--- src/rtl/conv_mac_pipe.sv ---
// conv_mac_pipe: pipelined KxK signed MAC with registered adder tree, bias, ReLU and saturation
module conv_mac_pipe #(
  parameter int I_BIT_WIDTH = 8,
  parameter int K_SIZE      = 3,
  parameter int O_BIT_WIDTH = 16,
  parameter int B_BIT_WIDTH = 16
) (
  input  logic                                   clk,
  input  logic                                   rst_n,
  input  logic                                   w_load,
  input  logic [I_BIT_WIDTH*K_SIZE*K_SIZE-1:0]   w_in,
  input  logic [B_BIT_WIDTH-1:0]                 b_in,
  input  logic                                   in_valid,
  output logic                                   in_ready,
  input  logic [I_BIT_WIDTH*K_SIZE*K_SIZE-1:0]   in_data,
  input  logic                                   relu_en,
  input  logic                                   sat_en,
  output logic                                   out_valid,
  input  logic                                   out_ready,
  output logic [O_BIT_WIDTH-1:0]                 out_data
);
  localparam int N     = K_SIZE * K_SIZE;
  localparam int L     = $clog2(N);
  localparam int ACC_W = 2 * I_BIT_WIDTH + L + 1;
  localparam int SW    = (ACC_W > B_BIT_WIDTH ? ACC_W : B_BIT_WIDTH) + 1;
  localparam logic signed [SW-1:0] MAXV = (SW'(1) <<< (O_BIT_WIDTH - 1)) - SW'(1);
  localparam logic signed [SW-1:0] MINV = -MAXV - SW'(1);

  function automatic int cnt(int l);
    return (N + (1 << l) - 1) >> l;
  endfunction

  logic [I_BIT_WIDTH*N-1:0]       w_reg;
  logic signed [B_BIT_WIDTH-1:0]  b_reg;
  logic                           en;
  logic                           v      [0:L];
  logic                           relu_p [0:L];
  logic                           sat_p  [0:L];
  logic signed [B_BIT_WIDTH-1:0]  b_p    [0:L];
  logic signed [ACC_W-1:0]        prod   [N];
  logic signed [SW-1:0]           sum;
  logic signed [SW-1:0]           rl;
  logic [O_BIT_WIDTH-1:0]         res;

  assign en       = out_ready | ~out_valid;
  assign in_ready = en;

  always_ff @(posedge clk) begin
    if (!rst_n) begin
      w_reg <= '0;
      b_reg <= '0;
    end else if (w_load) begin
      w_reg <= w_in;
      b_reg <= b_in;
    end
  end

  for (genvar i = 0; i < N; i++) begin : g_mul
    assign prod[i] = ACC_W'($signed(in_data[I_BIT_WIDTH*i +: I_BIT_WIDTH]))
                   * ACC_W'($signed(w_reg[I_BIT_WIDTH*i +: I_BIT_WIDTH]));
  end

  // Mode bits and bias ride alongside the tree so each sample keeps its own settings
  always_ff @(posedge clk) begin
    if (!rst_n) begin
      for (int l = 0; l <= L; l++) begin
        v[l]      <= 1'b0;
        relu_p[l] <= 1'b0;
        sat_p[l]  <= 1'b0;
        b_p[l]    <= '0;
      end
    end else if (en) begin
      v[0]      <= in_valid;
      relu_p[0] <= relu_en;
      sat_p[0]  <= sat_en;
      b_p[0]    <= b_reg;
      for (int l = 1; l <= L; l++) begin
        v[l]      <= v[l-1];
        relu_p[l] <= relu_p[l-1];
        sat_p[l]  <= sat_p[l-1];
        b_p[l]    <= b_p[l-1];
      end
    end
  end

  for (genvar l = 0; l <= L; l++) begin : t
    localparam int C = cnt(l);
    logic signed [ACC_W-1:0] s  [C];
    logic signed [ACC_W-1:0] nx [C];
    if (l == 0) begin : g_m
      for (genvar j = 0; j < C; j++) begin : g_n
        assign nx[j] = prod[j];
      end
    end else begin : g_a
      localparam int P = cnt(l - 1);
      for (genvar j = 0; j < C; j++) begin : g_n
        if (2 * j + 1 < P) begin : g_add
          assign nx[j] = t[l-1].s[2*j] + t[l-1].s[2*j+1];
        end else begin : g_pass
          assign nx[j] = t[l-1].s[2*j];
        end
      end
    end
    always_ff @(posedge clk) begin
      if (!rst_n) s <= '{default: '0};
      else if (en) s <= nx;
    end
  end

  // ReLU is applied before the clamp, so a negative sum with both enabled yields 0
  always_comb begin
    sum = SW'(t[L].s[0]) + SW'(b_p[L]);
    rl  = (relu_p[L] && sum < 0) ? '0 : sum;
    res = !sat_p[L] ? rl[O_BIT_WIDTH-1:0] :
          (rl > MAXV) ? MAXV[O_BIT_WIDTH-1:0] :
          (rl < MINV) ? MINV[O_BIT_WIDTH-1:0] : rl[O_BIT_WIDTH-1:0];
  end

  always_ff @(posedge clk) begin
    if (!rst_n) begin
      out_valid <= 1'b0;
      out_data  <= '0;
    end else if (en) begin
      out_valid <= v[L];
      out_data  <= res;
    end
  end
endmodule
--- config.mk ---
export PLATFORM = sky130hd
export DESIGN_NAME = conv_mac_pipe
export DESIGN_NICKNAME = d
export VERILOG_FILES = /design/src/rtl/conv_mac_pipe.sv
export SDC_FILE = /design/constraint.sdc
export NUM_CORES = 2
export LEC_CHECK = 0
export CAP_MARGIN = 40
export CORE_ASPECT_RATIO = 1.75
export CORE_MARGIN = 2
export CORE_UTILIZATION = 25
export CTS_CLUSTER_SIZE = 12
export DETAILED_ROUTE_END_ITERATION = 10
export PLACE_DENSITY = 0.46
export SYNTH_ARGS = -nofsm -noshare
export SYNTH_HDL_FRONTEND = slang
export SYNTH_SLANG_ARGS = --single-unit
--- constraint.sdc ---
create_clock -name clk -period 7.99 [get_ports clk]
set_input_delay 0.799 -clock clk [delete_from_list [all_inputs] [get_ports clk]]
set_output_delay 0.799 -clock clk [all_outputs]
set_load 0.05 [all_outputs]
==> results.md <==
* #FFs+latches synth at 560
* Die width at 336 µm
* Worst path cell trace: clkdlybuf4s50_1 > and2_1 > fa_1 > inv_1 > fa_1 > fa_1 > fa_1 > inv_1 > ha_1 > nor2b_1 > o21ai_0 > a21boi_0 > o21ai_0 > a21boi_0 > o21a_1 > o211a_1 > o31a_1 > o31ai_1
* # resized after CTS at 0
* Commonest non-fill, non-tap cell in the layout: inv_1
* Fmax at slightly below 0.2 GHz
* Gpl congestion at 0.813
* Root Driver: clkbuf_16
* Drt pass-1 iters at 5
* Clock Sinks at between 500 and 600
* Most frequent cells in the layout: inv_1, nand2_1, fa_1, dfxtp_1, ha_1
* Antenna violations before repair at 11
* Global route overflow at 0
* Post-Syn Instances at 5,399
* PwrDens at 211 nW/µm²
* Post-synth ARST share at 0
* DIE AREA at 196,000 µm²
* Period minus WS final at 5160 ps
* Worst path slowest cell: fa_1
* Worst VDD drop at ~250 µV
* CP dominant cell by count: fa_1
* Setup TNS at 0 ps
* Complex-gate fraction of the synthesized area at 0.116
* CTS tree: done
* Reg area at 12,200 µm²
* Clk_lat worst skew at 700 ps
* Worst Path Required at 8540 ps
* Port Buffers at roughly 180
* Area Overhead vs Synth at 14.4%
* Routed vias/inst at 4.47
* Max FFs per register at 360
* Core Region at roughly 190,000 µm²
* Warnings from Yosys at 0
* Slew at the pin closest to its max-slew limit at 933 ps
* Final hold viol count at 0
* Max incr delay on CP at 550 ps
* Vias in the first global route at 38,183
* Worst clock skew at 51.1 ps
* Antenna-violating nets left at 0
* Post-synth EDFFs at 95
* DRC Markers at 0
* IO Count at 185
* Post-CTS Setup Repair Bufs at 0
* Finished Layout Cells at 8,043
* Area share of fa/ha/maj cells after synthesis at 0.320
* Pin count of the biggest net entering global routing at around 170
* Synth unique cells at 85
* Worst EP arrival at ~5700 ps
* CP startpoint kind: primary input
* CTS Buf Count at 67
* Clock Pin Slew Worst Setup and Hold Paths at 70 ps
* Sequential area share after synthesis at 0.253
* Synth Area in Simple Gates at 0.180
* Largest delay share family, worst path: adder cells
* WL/cell at 16.1 µm
* Final worst path period share at 0.645
* Post-DP HPWL at 101,000 µm
* Inst Count DP at 7,921
* Main combinational cell family by area after synthesis: adder cells
* WS Path Type: in -> reg
* Initial drt markers at 1,265
* Worst-path fanout max at 8
* Slew Limit Fails at 0
* Syn Nets at between 6,000 and 7,000
* Htree depth at 3
* Maximum buffer depth of the clock tree at 3
* Max-slew headroom at 0.378
* Core Rows at 213
* Leading area contributor after synthesis: fa_1
* Mux cell area share after synthesis at 0.0192
* DRT Wirelength at ~130,000 µm
* Footprint of the multi-input gates at 32,500 µm²
* Worst min path class: reg -> reg
* WP buf/inv at 3
* Max-cap violations at 0
* Initial Util at 0.251
* Most area-consuming cells after synthesis: fa_1, dfxtp_1, ha_1
* Top-area cell type share of the netlist area at 0.210
* RSZ-0062 raised after global routing: false
* CP Capture Type: flip-flop
* Setup violators final at 0
* XOR/XNOR share of the synthesized area at 0.0385
* Fin nets at approximately 6,600
* Cell leakage power at roughly 25 nW
* Fraction of layout cells with a size suffix above 1 at 0.0332
* Vias at 35,964
* Global-route wire length before repair at 207,000 µm
* Die Ht at 584 µm
* Fillers at 20,592
* CTS hold repair buffers at 0
* GRT Resource Usage Total at 0.133
* Mapped Area at 48,100 µm²
* Status: finished, final reports clean
* Avg Inst Size Synth at 8.92 µm²
* Synth Flop Type: dfxtp_1
[worst paths after layout]
path / startpoint / endpoint / slack, ps / cells past startpoint
worst max register to register: w_reg[34] / t[0].s[98] / 3110 / 17
worst min-delay path: t[2].s[1] / t[3].s[1] / 450 / 2
worst max-delay path: in_data[35] / t[0].s[98] / 2830 / 18
worst min register to register: t[2].s[1] / t[3].s[1] / 450 / 2
[report_power, final]
| part | switching [W] | total [W] | internal (W) |
|---|---|---|---|
| clock | 0.00141 | 0.00325 | 0.00184 |
| combinational | 0.00247 | 0.00448 | 0.00201 |
| sequential | 0.000501 | 0.00389 | 0.00339 |
| total | 0.00438 | 0.0116 | 0.00724 |
[layout make-up]
class,count,area share
diodes,2,0.0000909
clock buffers,91,0.0338
clock inverters,29,0.00786
inverters,777,0.0533
multi-input cells,3906,0.590
flip-flops and latches,560,0.221
well taps,2472,0.0562
repair buffers,206,0.0382
[stage by stage]
step           power, W  hold WS (ps)   util  worst slack, ps  area, µm²
3_3_place_gp    0.00845           441  0.274             2130      52600
2_1_floorplan   0.00709           425      -             3150      48100
4_1_cts          0.0119           452  0.287             2880      55000
6_report         0.0116           448  0.287             2830      55000
3_5_place_dp    0.00851           445  0.275             2220      52700
5_1_grt          0.0126           463  0.287             2470      55000
[layer usage]
metal	vias up	GRT usage	routed length (µm)
met5	-	0	92
met4	14	0.0474	4260
met3	160	0.0167	3350
met2	369	0.257	69600
met1	17564	0.147	52100
li1	17857	-	-
[cells in the mapped netlist (14+ instances only)]
library cell / count
a211oi_1: 46
a21boi_0: 26
a21o_1: 60
a21oi_1: 349
a221o_2: 15
a31oi_1: 18
and2_1: 392
and3_1: 120
buf_1: 14
clkbuf_1: 136
dfxtp_1: 465
edfxtp_1: 95
fa_1: 504
ha_1: 426
inv_1: 775
mux2i_1: 90
nand2_1: 655
nand2b_1: 35
nand3_1: 80
nor2_1: 295
nor2b_1: 55
nor3_1: 51
o21a_1: 22
o21ai_0: 196
o31a_1: 15
o31ai_1: 23
or3_1: 41
xnor2_1: 149
xor2_1: 61
[logic make-up (layout without fill, tap and decap cells)]
logic type,after synthesis,in the layout
mux,92,92
flops,560,560
buf+inv,933,1103
other cells,0,2
fa+ha+maj,930,930
simple gates,1783,1783
compound gates,890,890
xor+xnor,211,211
[tightest hold or removal path, cell delays in order, from the launching register on]
cell and delay (ps):
dfxtp_1 310, nand2_1 50, a21oi_1 50
No activity file was read; power rests on OpenSTA's default activity.
